<file path="config.mk">
export PLATFORM = sky130hd
export DESIGN_NAME = decode_hazard_stage
export DESIGN_NICKNAME = d
export VERILOG_FILES = /design/src/rtl/decode_hazard_stage.sv
export SDC_FILE = /design/constraint.sdc
export NUM_CORES = 2
export LEC_CHECK = 0
export CAP_MARGIN = 20
export CORE_MARGIN = 5
export CORE_UTILIZATION = 42
export DETAILED_ROUTE_END_ITERATION = 7
export PLACE_DENSITY_LB_ADDON = 0.15
export SETUP_SLACK_MARGIN = 0.1
export SYNTH_ARGS = -nofsm -noshare
export SYNTH_HDL_FRONTEND = slang
export SYNTH_SLANG_ARGS = --single-unit
</file>
<file path="constraint.sdc">
create_clock -name i_clk -period 11.5 [get_ports i_clk]
set_input_delay 3.45 -clock i_clk [delete_from_list [all_inputs] [get_ports i_clk]]
set_output_delay 3.45 -clock i_clk [all_outputs]
set_load 0.005 [all_outputs]
</file>
<file path="src/rtl/decode_hazard_stage.sv">
// Decode stage: bypassed register file, branch/jr resolution with forwarding,
// load-use and branch hazard detection, and the ID/EX pipeline register.
module decode_hazard_stage #(
  parameter int unsigned  DATA_W   = 32,
  parameter int unsigned  NREG     = 32,
  parameter int unsigned  CTRL_W   = 16,
  parameter bit           BR_FWD_E = 1'b1,
  localparam int unsigned AW       = $clog2(NREG)
) (
  input  logic              i_clk,
  input  logic              i_nrst,
  input  logic              i_d_valid,
  input  logic [AW-1:0]     i_d_rs,
  input  logic [AW-1:0]     i_d_rt,
  input  logic [AW-1:0]     i_d_dst,
  input  logic              i_d_uses_rs,
  input  logic              i_d_uses_rt,
  input  logic              i_d_regwrite,
  input  logic              i_d_is_load,
  input  logic [1:0]        i_d_br_op,
  input  logic [15:0]       i_d_imm,
  input  logic [31:0]       i_d_pc4,
  input  logic [CTRL_W-1:0] i_d_ctrl,
  input  logic [DATA_W-1:0] i_e_result,
  input  logic              i_m_valid,
  input  logic              i_m_regwrite,
  input  logic              i_m_is_load,
  input  logic [AW-1:0]     i_m_dst,
  input  logic [DATA_W-1:0] i_m_result,
  input  logic              i_w_regwrite,
  input  logic [AW-1:0]     i_w_dst,
  input  logic [DATA_W-1:0] i_w_data,
  input  logic              i_stall_e,
  input  logic              i_flush,
  output logic              o_stall_d,
  output logic              o_redirect,
  output logic [31:0]       o_redirect_pc,
  output logic              o_e_valid,
  output logic              o_e_regwrite,
  output logic              o_e_is_load,
  output logic [AW-1:0]     o_e_dst,
  output logic [DATA_W-1:0] o_e_rs_data,
  output logic [DATA_W-1:0] o_e_rt_data,
  output logic [DATA_W-1:0] o_e_imm,
  output logic [31:0]       o_e_pc4,
  output logic [CTRL_W-1:0] o_e_ctrl,
  output logic [1:0]        o_e_fwd_a,
  output logic [1:0]        o_e_fwd_b
);

  localparam logic [1:0] BR_NONE = 2'b00;
  localparam logic [1:0] BR_BEQ  = 2'b01;
  localparam logic [1:0] BR_BNE  = 2'b10;
  localparam logic [1:0] BR_JR   = 2'b11;

  logic [DATA_W-1:0] rf_q [NREG];
  logic [DATA_W-1:0] rs_rf, rt_rf, rs_br, rt_br, imm_sext;
  logic              e_rs, e_rt, m_rs, m_rt;
  logic              br_rs_used, br_rt_used, rs_br_stall, rt_br_stall;
  logic              load_use, br_stall, hazard, taken;
  logic [1:0]        fwd_a_d, fwd_b_d;
  logic [31:0]       br_target;

  // Register file storage; register 0 is never written.
  always_ff @(posedge i_clk or negedge i_nrst) begin
    if (!i_nrst) begin
      for (int unsigned i = 0; i < NREG; i++) rf_q[i] <= '0;
    end else if (i_w_regwrite && (i_w_dst != '0)) begin
      rf_q[i_w_dst] <= i_w_data;
    end
  end

  // Read ports with write-through bypass from W.
  always_comb begin
    rs_rf = rf_q[i_d_rs];
    rt_rf = rf_q[i_d_rt];
    if (i_d_rs == '0)                               rs_rf = '0;
    else if (i_w_regwrite && (i_w_dst == i_d_rs))   rs_rf = i_w_data;
    if (i_d_rt == '0)                               rt_rf = '0;
    else if (i_w_regwrite && (i_w_dst == i_d_rt))   rt_rf = i_w_data;
  end

  // Producer matches in E and M, ignoring register 0.
  always_comb begin
    e_rs = o_e_valid && o_e_regwrite && (o_e_dst == i_d_rs) && (i_d_rs != '0);
    e_rt = o_e_valid && o_e_regwrite && (o_e_dst == i_d_rt) && (i_d_rt != '0);
    m_rs = i_m_valid && i_m_regwrite && (i_m_dst == i_d_rs) && (i_d_rs != '0);
    m_rt = i_m_valid && i_m_regwrite && (i_m_dst == i_d_rt) && (i_d_rt != '0);
  end

  // Branch operand selection: nearest producer wins, loads cannot forward.
  always_comb begin
    rs_br       = rs_rf;
    rt_br       = rt_rf;
    rs_br_stall = 1'b0;
    rt_br_stall = 1'b0;
    if (e_rs) begin
      rs_br       = i_e_result;
      rs_br_stall = o_e_is_load || !BR_FWD_E;
    end else if (m_rs) begin
      rs_br       = i_m_result;
      rs_br_stall = i_m_is_load;
    end
    if (e_rt) begin
      rt_br       = i_e_result;
      rt_br_stall = o_e_is_load || !BR_FWD_E;
    end else if (m_rt) begin
      rt_br       = i_m_result;
      rt_br_stall = i_m_is_load;
    end
  end

  always_comb begin
    br_rs_used = (i_d_br_op != BR_NONE);
    br_rt_used = (i_d_br_op == BR_BEQ) || (i_d_br_op == BR_BNE);
    load_use   = o_e_is_load && ((i_d_uses_rs && e_rs) || (i_d_uses_rt && e_rt));
    br_stall   = (br_rs_used && rs_br_stall) || (br_rt_used && rt_br_stall);
    hazard     = i_d_valid && (load_use || br_stall);
    o_stall_d  = hazard || i_stall_e;
  end

  always_comb begin
    taken = 1'b0;
    case (i_d_br_op)
      BR_BEQ:  taken = (rs_br == rt_br);
      BR_BNE:  taken = (rs_br != rt_br);
      BR_JR:   taken = 1'b1;
      default: taken = 1'b0;
    endcase
    br_target     = i_d_pc4 + {{14{i_d_imm[15]}}, i_d_imm, 2'b00};
    o_redirect_pc = (i_d_br_op == BR_JR) ? rs_br[31:0] : br_target;
    o_redirect    = i_d_valid && taken && !o_stall_d && !i_flush;
  end

  // E operand select for the instruction entering E.
  always_comb begin
    fwd_a_d  = 2'b00;
    fwd_b_d  = 2'b00;
    if (i_d_uses_rs && e_rs)      fwd_a_d = 2'b01;
    else if (i_d_uses_rs && m_rs) fwd_a_d = 2'b10;
    if (i_d_uses_rt && e_rt)      fwd_b_d = 2'b01;
    else if (i_d_uses_rt && m_rt) fwd_b_d = 2'b10;
    imm_sext = {{(DATA_W-16){i_d_imm[15]}}, i_d_imm};
  end

  // ID/EX register: flush beats downstream stall, which beats bubble/load.
  always_ff @(posedge i_clk or negedge i_nrst) begin
    if (!i_nrst) begin
      o_e_valid    <= 1'b0;
      o_e_regwrite <= 1'b0;
      o_e_is_load  <= 1'b0;
      o_e_dst      <= '0;
      o_e_rs_data  <= '0;
      o_e_rt_data  <= '0;
      o_e_imm      <= '0;
      o_e_pc4      <= '0;
      o_e_ctrl     <= '0;
      o_e_fwd_a    <= '0;
      o_e_fwd_b    <= '0;
    end else if (i_flush) begin
      o_e_valid    <= 1'b0;
      o_e_regwrite <= 1'b0;
      o_e_is_load  <= 1'b0;
    end else if (!i_stall_e) begin
      if (hazard || !i_d_valid) begin
        o_e_valid    <= 1'b0;
        o_e_regwrite <= 1'b0;
        o_e_is_load  <= 1'b0;
      end else begin
        o_e_valid    <= 1'b1;
        o_e_regwrite <= i_d_regwrite;
        o_e_is_load  <= i_d_is_load;
        o_e_dst      <= i_d_dst;
        o_e_rs_data  <= rs_rf;
        o_e_rt_data  <= rt_rf;
        o_e_imm      <= imm_sext;
        o_e_pc4      <= i_d_pc4;
        o_e_ctrl     <= i_d_ctrl;
        o_e_fwd_a    <= fwd_a_d;
        o_e_fwd_b    <= fwd_b_d;
      end
    end
  end

endmodule

</file>
==> impl_metrics.toml <==
[synthesis]
syn_area_mm2 = 0.0647
syn_inst = 4862
synth_ff_type = "dfrtp_1"
ys_ff_latch = 1164
avgSynthCellArea_um2 = 13.3
synthArstFlopShare_pct = 100
ys_types = 85
syn_nets = 5094
seq_area_frac_synth_pct = 45.0
synth-edff-count = 0
yosys_warnings = 0

[global_routing]
gr-max-usage-layer = "met2"
grt_usage_pct = 32.3
grt_use_met2_pct = 49.9
grt_pass1_wl_mm = 376
globalRoute.totalOverflow = 0
grtUsageMet3_pct = 8.20
grt.met1_usage_pct = 44.0
grt_max_degree = 169
grt_pass1_vias = 48100
antenna_found_initial = 9

[clocking]
clockBufferDepth = 3
numCtsBuffers = 136
clk_pin_slew_ps = 60
cts_tree = "built"
clkLatencyLatePin_ps = 790
cts.sinks = 1164
root_buffer = "clkbuf_16"
cts.htree.levels = 4

[status]
status = "finished clean"

[min_path]
hold_end = "rf_q[992]"
hold_path_depth = 0
hold_path.startpoint = "rf_q[992]"
min_path_type = "reg -> reg"

[final_layout]
syn_to_final_growth_pct = 19.8
multi_input_area_mm2 = 0.0332
final_nets = 5532
drive_above_1_share_pct = 42.0
layout_common_cells = "dfrtp_1, mux2_2, mux4_2"
nFillCells = 13500
final_common_cell = "dfrtp_1"
regArea_mm2 = 0.0291
post-route-util_pct = 50.5

[timing]
worst_pin_slew_ps = 1220
rsz0062_at_grt = "yes"
fin_skew_ps = 31.5
fmax_ghz = 0.0875
period_needed_ps = 11430
finalSetupViolCount = 0
slew_headroom_pct = 16.6
hold_violations = 0
slew_viol_final = 0
holdWs_ps = 399
final.period_utilization_pct = 99.4

[power_and_ir_drop]
peakVddDrop_uv = 140
power_uw = 13200
p_leak_uw = 0.0333
power_density_mw_per_mm2 = 170

[worst_setup_path]
startpoint_type = "input pin"
cp_max_fo = 14
cp.arrival_ps = 7980
required_ps = 8050
reg2reg_slack_ps = 5950
ff2ff_path_depth = 16
cp-end-kind = "output port"
r2r-end = "o_e_rt_data[7]"
critical_path_class = "in -> out"
worstReg2RegStart = "o_e_valid"

[drt]
ant_nets = 0
drc = 0
drt_iter0_drc = 5275
routed_wl_mm = 266
vias_per_cell = 6.46
first_pass_iters = 6
vias = 48100
drt-wirelength-per-cell_um = 35.7

[place]
place.gp.congestion = 0.950
post-dp-hpwl_mm = 180
io_buffers = 389

[die]
die_h_um = 402
die-area_mm2 = 0.162
row_count = 144
core_mm2 = 0.154
die_w_um = 402
boundaryPins = 390
start_util_pct = 42.1

[run]
maxCapViolations = 0
## layer usage
metal / part of all wire, % / vias to the layer above
li1: - / 19400
met1: 41 / 25600
met5: 0.071 / -
met4: 4.5 / 4
met2: 45 / 2506
met3: 9.4 / 524
## Yosys cell counts (51+ instances only)
master	number	area share, %
nand2_1	215	1.2
buf_1	66	0.38
buf_4	53	0.62
o21ai_0	89	0.69
mux2i_1	206	3.2
xnor2_1	53	0.72
nor2_1	152	0.88
nor3_1	51	0.39
mux4_2	422	15
dfrtp_1	1164	45
o22ai_1	76	0.74
mux2_2	1105	19
a22oi_1	92	1.1
clkbuf_1	280	1.6
a21oi_1	122	0.94
buf_2	74	0.57
## critical path, cell delays in order
cell	delay [ps]
clkdlybuf4s50_1	530
buf_4	190
xnor2_1	120
nand4_1	310
buf_6	270
nor2_4	160
buf_12	190
nor3_1	140
or3_1	450
a21oi_2	210
xnor2_1	120
or2_1	310
or4_4	590
o31a_1	260
o21ba_1	210
clkdlybuf4s50_1	450
## through the flow
step | setup TNS, ps | setup WS [ps] | instance area, um^2 | std cells
floorplan | 0 | 1510 | 64700 | 4862
global placement | -449 | -449 | 72700 | 7199
detailed placement | -96.8 | -96.8 | 72700 | 7200
CTS | 0 | 111 | 77400 | 7446
global route | -31.3 | -31.3 | 77500 | 7448
finish | 0 | 73.8 | 77500 | 7452
## registers in the layout, summed over array words and instances, names as in the netlist, 2 cells and up
register	flops
o_e_imm	16
o_e_dst	5
o_e_pc4	32
rf_q	1024
o_e_ctrl	16
o_e_fwd_a	2
o_e_fwd_b	2
o_e_rs_data	32
o_e_rt_data	32
## power breakdown
part,internal [uW],switching [uW],leakage (uW)
clock,2700,1840,0.00230
combinational,1780,1410,0.0161
sequential,4880,584,0.0149
total,9350,3830,0.0333
## cells by family after synthesis
family | after synthesis | share of synthesized area [%]
AOI/OAI and AO/OA | 684 | 7.27
xor gates and xnor gates | 83 | 1.12
adders and majority gates | 32 | 0.631
buffers and inverters | 546 | 4.24
DFF | 1164 | 45.0
muxes | 1737 | 37.2
and+or+nand+nor | 616 | 4.52
## area by class of cell
class / instances / area share [%]
Antenna cell: 5 / 0.0161
Tap cell: 2044 / 3.30
Sequential cell: 1164 / 37.6
Timing Repair Buffer: 817 / 10.2
Clock inverter: 33 / 0.539
Inverter: 29 / 0.140
Clock buffer: 208 / 5.44
Multi-Input combinational cell: 3152 / 42.8
## worst max path at each step
stage               depth (start not counted)          to  slack, ps  startpoint
floorplan                                  11  o_redirect       1510   i_d_rs[0]
global placement                           13  o_redirect       -450   i_d_rt[3]
detailed placement                         16  o_redirect       -100  i_w_dst[3]
CTS                                        16  o_redirect        110  i_w_dst[2]
global route                               15  o_redirect        -30   i_d_rs[0]
finish                                     16  o_redirect         70  i_w_dst[2]
## timing repair
item | CTS | global route
setup endpoints to repair | 1 | 5
pin swaps | 3 | 1
cloned | 1 | 0
gates resized for setup | 18 | 11
buffers inserted | 4 | 1
hold buffers | 0 | 0
Note: power is estimated with default switching activity, not from simulation.
